File: config.mk
export PLATFORM = sky130hd
export DESIGN_NAME = gt1_loader_flat
export DESIGN_NICKNAME = d
export VERILOG_FILES = /design/src/rtl/gt1_loader_if.sv /design/src/rtl/gt1_loader.sv /design/src/flat_wrapper.sv
export SDC_FILE = /design/constraint.sdc
export NUM_CORES = 1
export LEC_CHECK = 0
export CORE_ASPECT_RATIO = 0.5
export CORE_MARGIN = 4
export CORE_UTILIZATION = 45
export CTS_CLUSTER_SIZE = 16
export DETAILED_ROUTE_END_ITERATION = 7
export GPL_ROUTABILITY_DRIVEN = 0
export PLACE_DENSITY = 0.71
export SYNTH_ARGS = -nofsm -noshare
export SYNTH_HDL_FRONTEND = slang
export SYNTH_SLANG_ARGS = --single-unit
File: constraint.sdc
create_clock -name clk_sys -period 2.7 [get_ports clk_sys]
set_input_delay 0.675 -clock clk_sys [delete_from_list [all_inputs] [get_ports clk_sys]]
set_output_delay 0.675 -clock clk_sys [all_outputs]
set_load 0.01 [all_outputs]
File: src/rtl/gt1_loader_if.sv
// Gigatron GT1 loader bus: HPS ioctl download stream plus the shell hold/RAM/start port.
interface gt1_loader_if;
  logic        ioctl_download;
  logic [7:0]  ioctl_index;
  logic        ioctl_wr;
  logic [7:0]  ioctl_dout;
  logic        ioctl_wait;
  logic        cpu_hold;
  logic        hold_ack;
  logic        ram_we;
  logic [15:0] ram_addr;
  logic [7:0]  ram_data;
  logic [15:0] exec_addr;
  logic        exec_valid;
  logic        load_error;

  modport master (
    output ioctl_download, ioctl_index, ioctl_wr, ioctl_dout, hold_ack,
    input  ioctl_wait, cpu_hold, ram_we, ram_addr, ram_data, exec_addr, exec_valid, load_error
  );

  modport slave (
    input  ioctl_download, ioctl_index, ioctl_wr, ioctl_dout, hold_ack,
    output ioctl_wait, cpu_hold, ram_we, ram_addr, ram_data, exec_addr, exec_valid, load_error
  );
endinterface

File: src/rtl/gt1_loader.sv
// Parses a GT1 program stream from the HPS and writes its segments into Gigatron RAM
// while the CPU is held, then reports the start address.
module gt1_loader #(
  parameter logic [7:0] GT1_INDEX = 8'd1
) (
  input logic         clk_sys,
  input logic         reset_n,
  gt1_loader_if.slave bus
);

  typedef enum logic [3:0] {
    StIdle, StHold, StAddrH, StAddrL, StSize, StData, StStartH, StStartL, StDone, StError
  } state_e;

  state_e      state_q, state_d, st_b;
  logic        sel, sel_q, rise, fall, wr_ok;
  logic [7:0]  seg_hi_q, seg_hi_d, seg_lo_q, seg_lo_d;
  logic [8:0]  count_q, count_d;
  logic        first_q, first_d;
  logic        ram_we_q, ram_we_d;
  logic [15:0] ram_addr_q, ram_addr_d;
  logic [7:0]  ram_data_q, ram_data_d;
  logic [15:0] exec_addr_q, exec_addr_d;
  logic        exec_valid_q, exec_valid_d;
  logic        load_error_q, load_error_d;

  assign sel   = bus.ioctl_download && (bus.ioctl_index == GT1_INDEX);
  assign rise  = sel && !sel_q;
  assign fall  = !sel && sel_q;
  // A byte strobed on the cycle the download drops still belongs to the stream.
  assign wr_ok = bus.ioctl_wr && (sel || sel_q);

  always_comb begin
    st_b         = state_q;
    seg_hi_d     = seg_hi_q;
    seg_lo_d     = seg_lo_q;
    count_d      = count_q;
    first_d      = first_q;
    ram_we_d     = 1'b0;
    ram_addr_d   = ram_addr_q;
    ram_data_d   = ram_data_q;
    exec_addr_d  = exec_addr_q;
    exec_valid_d = 1'b0;
    load_error_d = load_error_q;

    case (state_q)
      StIdle: begin
        if (rise) begin
          st_b         = StHold;
          load_error_d = 1'b0;
          first_d      = 1'b1;
        end
      end
      StHold:  if (bus.hold_ack) st_b = StAddrH;
      StAddrH: begin
        if (wr_ok) begin
          if (bus.ioctl_dout == 8'h00 && !first_q) begin
            st_b = StStartH;
          end else begin
            seg_hi_d = bus.ioctl_dout;
            st_b     = StAddrL;
          end
        end
      end
      StAddrL: begin
        if (wr_ok) begin
          seg_lo_d = bus.ioctl_dout;
          st_b     = StSize;
        end
      end
      StSize: begin
        if (wr_ok) begin
          count_d = (bus.ioctl_dout == 8'h00) ? 9'd256 : {1'b0, bus.ioctl_dout};
          st_b    = StData;
        end
      end
      StData: begin
        if (wr_ok) begin
          ram_we_d   = 1'b1;
          ram_addr_d = {seg_hi_q, seg_lo_q};
          ram_data_d = bus.ioctl_dout;
          seg_lo_d   = seg_lo_q + 8'd1;
          count_d    = count_q - 9'd1;
          if (count_q == 9'd1) begin
            st_b    = StAddrH;
            first_d = 1'b0;
          end
        end
      end
      StStartH: begin
        if (wr_ok) begin
          exec_addr_d[15:8] = bus.ioctl_dout;
          st_b              = StStartL;
        end
      end
      StStartL: begin
        if (wr_ok) begin
          exec_addr_d[7:0] = bus.ioctl_dout;
          st_b             = StDone;
        end
      end
      StDone:  st_b = StDone;
      StError: st_b = StIdle;
      default: st_b = StIdle;
    endcase

    // The falling edge is judged against the state after this cycle's byte.
    state_d = st_b;
    if (fall) begin
      if (state_q == StHold) begin
        state_d      = StIdle;
        load_error_d = 1'b1;
      end else if (st_b == StAddrH || st_b == StAddrL || st_b == StSize || st_b == StData ||
                   st_b == StStartH || st_b == StStartL) begin
        state_d      = StError;
        load_error_d = 1'b1;
      end else if (st_b == StDone) begin
        state_d      = StIdle;
        exec_valid_d = 1'b1;
      end
    end
  end

  always_ff @(posedge clk_sys or negedge reset_n) begin
    if (!reset_n) begin
      state_q      <= StIdle;
      // Start as if a download were already seen so one in flight at reset must restart.
      sel_q        <= 1'b1;
      seg_hi_q     <= 8'h00;
      seg_lo_q     <= 8'h00;
      count_q      <= 9'd0;
      first_q      <= 1'b1;
      ram_we_q     <= 1'b0;
      ram_addr_q   <= 16'h0000;
      ram_data_q   <= 8'h00;
      exec_addr_q  <= 16'h0000;
      exec_valid_q <= 1'b0;
      load_error_q <= 1'b0;
    end else begin
      state_q      <= state_d;
      sel_q        <= sel;
      seg_hi_q     <= seg_hi_d;
      seg_lo_q     <= seg_lo_d;
      count_q      <= count_d;
      first_q      <= first_d;
      ram_we_q     <= ram_we_d;
      ram_addr_q   <= ram_addr_d;
      ram_data_q   <= ram_data_d;
      exec_addr_q  <= exec_addr_d;
      exec_valid_q <= exec_valid_d;
      load_error_q <= load_error_d;
    end
  end

  assign bus.cpu_hold   = (state_q != StIdle) && (state_q != StError);
  assign bus.ioctl_wait = (state_q == StHold) && !bus.hold_ack;
  assign bus.ram_we     = ram_we_q;
  assign bus.ram_addr   = ram_addr_q;
  assign bus.ram_data   = ram_data_q;
  assign bus.exec_addr  = exec_addr_q;
  assign bus.exec_valid = exec_valid_q;
  assign bus.load_error = load_error_q;

endmodule

File: src/flat_wrapper.sv
// flat-port wrapper written by rule: the top's interface ports become plain ports
module gt1_loader_flat 
#(
  parameter logic [7:0] GT1_INDEX = 8'd1
)
  (clk_sys, reset_n, bus_ioctl_download, bus_ioctl_index, bus_ioctl_wr, bus_ioctl_dout, bus_hold_ack, bus_ioctl_wait, bus_cpu_hold, bus_ram_we, bus_ram_addr, bus_ram_data, bus_exec_addr, bus_exec_valid, bus_load_error);
  gt1_loader_if bus_i ();
  input logic clk_sys;
  input logic reset_n;
  input wire logic [$bits(bus_i.ioctl_download)-1:0] bus_ioctl_download;
  input wire logic [$bits(bus_i.ioctl_index)-1:0] bus_ioctl_index;
  input wire logic [$bits(bus_i.ioctl_wr)-1:0] bus_ioctl_wr;
  input wire logic [$bits(bus_i.ioctl_dout)-1:0] bus_ioctl_dout;
  input wire logic [$bits(bus_i.hold_ack)-1:0] bus_hold_ack;
  output wire logic [$bits(bus_i.ioctl_wait)-1:0] bus_ioctl_wait;
  output wire logic [$bits(bus_i.cpu_hold)-1:0] bus_cpu_hold;
  output wire logic [$bits(bus_i.ram_we)-1:0] bus_ram_we;
  output wire logic [$bits(bus_i.ram_addr)-1:0] bus_ram_addr;
  output wire logic [$bits(bus_i.ram_data)-1:0] bus_ram_data;
  output wire logic [$bits(bus_i.exec_addr)-1:0] bus_exec_addr;
  output wire logic [$bits(bus_i.exec_valid)-1:0] bus_exec_valid;
  output wire logic [$bits(bus_i.load_error)-1:0] bus_load_error;
  assign bus_i.ioctl_download = bus_ioctl_download;
  assign bus_i.ioctl_index = bus_ioctl_index;
  assign bus_i.ioctl_wr = bus_ioctl_wr;
  assign bus_i.ioctl_dout = bus_ioctl_dout;
  assign bus_i.hold_ack = bus_hold_ack;
  assign bus_ioctl_wait = bus_i.ioctl_wait;
  assign bus_cpu_hold = bus_i.cpu_hold;
  assign bus_ram_we = bus_i.ram_we;
  assign bus_ram_addr = bus_i.ram_addr;
  assign bus_ram_data = bus_i.ram_data;
  assign bus_exec_addr = bus_i.exec_addr;
  assign bus_exec_valid = bus_i.exec_valid;
  assign bus_load_error = bus_i.load_error;
  gt1_loader #(.GT1_INDEX(GT1_INDEX)) u_core (.clk_sys(clk_sys), .reset_n(reset_n), .bus(bus_i));
endmodule
==> results.cfg <==
[power_and_ir_drop]
p_switching_uw = 850
intPower_mw = 2.13
clockPowerShare_pct = 40.2
powerDensity_nw_per_um2 = 622
netSwitchingFraction_pct = 28.5
leakage_nw = 2.20
p_seq_share_pct = 40.0
p_comb_share_pct = 19.8
vdd_drop_max_v = 0.000340

[global_routing]
grt_pass1_wl_um = 15400
grt_max_degree = 75
antenna_found_initial = 0
gr-usage-all-layers_pct = 20.9
overflow = 0
grt_pass1_vias = 2989

[finish]
fin_nets = 425
final_cells = 514
area_growth_pct = 36.7
n_fill_cell = 585
utilization_pct = 64.2
diodes = 0
multiInputGateArea_um2 = 1570
drive_gt1_share_pct = 25.6
regArea_um2 = 1860
final_cell_area_um2 = 4790

[clock_network]
root_buffer = clkbuf_16
cts_hold_buf = 0
numCtsBuffers = 9
cts_resized = 0
post_cts.repair.setup_buffers = 0
insertion_delay_ns = 0.33
clk_pin_slew_ns = 0.06
numClockSinks = 74
tritoncts = done
cts_buffer_depth = 2
htreeDepth = 3

[detailed_routing]
dr.pass1.iters = 6
drc = 0
drt_iter0_drc = 309
via_per_inst = 5.62
antenna_left = 0
post_drt_wl_per_cell_um = 18.2
vias = 2890
routed_wl_um = 9360

[logic_synthesis]
synth_cells = 314
seq_area_frac_synth_pct = 52.9
ys_async_sr_fraction_pct = 100
synth_seq_cells = 74
synthDistinctLibCells = 52
synth_edf_count = 0
yosys_most_used_dff = dfrtp_1
syn-num-nets = 338
syn_area_um2 = 3510
avgSynthCellArea_um2 = 11.2
yosysWarnings = 0

[worst_setup_path]
worstPathRequired_ns = 2.90
timing.rr.start = u_core.count_q[0]
cp-start-kind = input port
path_max_fanout = 3
r2r_cells = 7
critPathSlowestCell = or3_4
r2r_end = u_core.state_q[0]
rrSetupSlack_ns = 0.63
worstSetupPathType = in2reg
crit_path_end_kind = flip-flop
cp_cell_sequence = clkdlybuf4s50_1 -> or3_4 -> o41ai_4 -> buf_4 -> a311o_1 -> a21bo_2 -> o211ai_1 -> o21ai_0
slowest_delay_ns = 0.43
worst-endpoint-arrival_ns = 2.79

[sta]
period_share_pct = 95.9
hold_ws_ns = 0.376
setup_ws_ns = 0.109
fmax_ghz = 0.386
slew_headroom_pct = 67.6
max_slew.worst_pin.slew_ns = 0.483
skew_ns = 0.00585
min_period_ns = 2.59
maxSlewViolCount = 0
setup_viol = 0
finalHoldViolCount = 0

[floorplanning]
fp-row-count = 22
initial_core_util_pct = 47.0
fp.dieH_um = 70.4
io_pins = 66
core_um2 = 7460
die_w_um = 133
fp.dieArea_um2 = 9350

[placed_design]
port_buffers = 65
place_inst = 498
placed_cell_area_um2 = 4480
place_hpwl_um = 6270
pre_cts_ws_ns = -0.137

[run]
max_cap_viol_count = 0

[worst_hold_path]
hold_path_class = in2async

[outcome]
status = complete, no violations
worst max-delay path by stage:
stage,from,endpoint,slack [ns]
2_1_floorplan,bus_ioctl_index[3],u_core.bus.ram_data[7],0.25
3_3_place_gp,bus_ioctl_index[3],u_core.bus.load_error,-0.05
3_5_place_dp,bus_ioctl_index[1],u_core.bus.load_error,-0.14
4_1_cts,u_core.state_q[3],bus_ioctl_wait,0.01
5_1_grt,bus_ioctl_index[5],u_core.bus.load_error,-0.02
6_report,bus_ioctl_index[5],u_core.bus.load_error,0.11
per-stage QoR:
step / power [mW] / setup TNS, ns
global route: 3.11 / -0.0214
global placement: 1.76 / -0.408
finish: 2.98 / 0
floorplan: 1.55 / 0
CTS: 2.98 / 0
detailed placement: 1.78 / -1.84
layout make-up:
| cell class | count | area share [%] |
|---|---|---|
| sequential | 74 | 38.7 |
| multi-input combinational | 215 | 32.7 |
| timing repair buffer | 93 | 18.9 |
| clock buffer | 12 | 5.14 |
| tap | 108 | 2.82 |
| clock inverter | 4 | 1.07 |
| inverter | 8 | 0.627 |
kinds of logic (layout without fill, tap and decap cells):
kind of cell             after synthesis  count (layout)  share of synthesized area, %
AND/OR/NAND/NOR                       86              86                          12.7
AO/OA/AOI/OAI                         76              76                          14.5
flip-flops                            74              74                          52.9
multiplexers                          48              48                          15.4
buffers and inverters                 25             117                          2.89
adder cells (fa/ha/maj)                3               3                          1.07
XOR/XNOR                               2               2                         0.500
worst max-delay path, delay by kind of cell:
kind            cells  cell delay [ns]
simple gates        1             0.43
compound gates      5             1.09
buf+inv             2             0.59
state kept, by name (all words and copies together) (netlist names):
register	count
u_core.bus.exec_addr	16
u_core.bus.exec_valid	1
u_core.bus.load_error	1
u_core.bus.ram_addr	16
u_core.bus.ram_data	8
u_core.bus.ram_we	1
u_core.count_q	9
u_core.first_q	1
u_core.seg_hi_q	8
u_core.seg_lo_q	8
u_core.sel_q	1
u_core.state_q	4
cell usage in the layout, fill, tap and decap left out, types with 8 or more instances in the layout:
master	instances
a21oi_1	21
o21ai_0	21
nor3_1	9
clkbuf_16	9
nand2_1	16
buf_4	24
inv_1	8
nor2_1	29
dfrtp_1	71
clkdlybuf4s50_1	64
mux2_2	48
Yosys cell counts (2+ instances only):
master / number / share of area (%)
clkbuf_1: 10 / 1.1
nor2_1: 29 / 3.1
buf_2: 6 / 0.86
mux2_2: 48 / 15
o21ai_0: 21 / 3.0
and3_1: 4 / 0.71
nand3_1: 7 / 1.0
o22a_1: 5 / 1.2
nand2_1: 16 / 1.7
inv_1: 8 / 0.86
a31oi_1: 7 / 1.2
o21a_1: 2 / 0.43
nor4_1: 4 / 0.71
a22oi_1: 2 / 0.43
a21oi_1: 21 / 3.0
nor3_1: 10 / 1.4
a32oi_1: 2 / 0.50
ha_1: 3 / 1.1
and2_1: 4 / 0.71
dfstp_2: 2 / 1.5
dfrtp_1: 72 / 51
power groups by stage:
stage | Clock [mW] | Sequential (mW) | Combinational [mW]
6_report | 1.20 | 1.19 | 0.590
3_3_place_gp | 0 | 1.21 | 0.557
4_1_cts | 1.21 | 1.19 | 0.581
2_1_floorplan | 0 | 1.20 | 0.343
3_5_place_dp | 0 | 1.21 | 0.571
5_1_grt | 1.26 | 1.20 | 0.648
layer usage:
metal | vias up | GRT usage, % | routed length [um]
met1 | 1446 | 27.0 | 4120
li1 | 1324 | - | -
met2 | 104 | 34.4 | 4550
met4 | 0 | 6.22 | 137
met5 | - | 0 | 0
met3 | 16 | 6.26 | 545
Note: power is estimated with default switching activity, not from simulation.
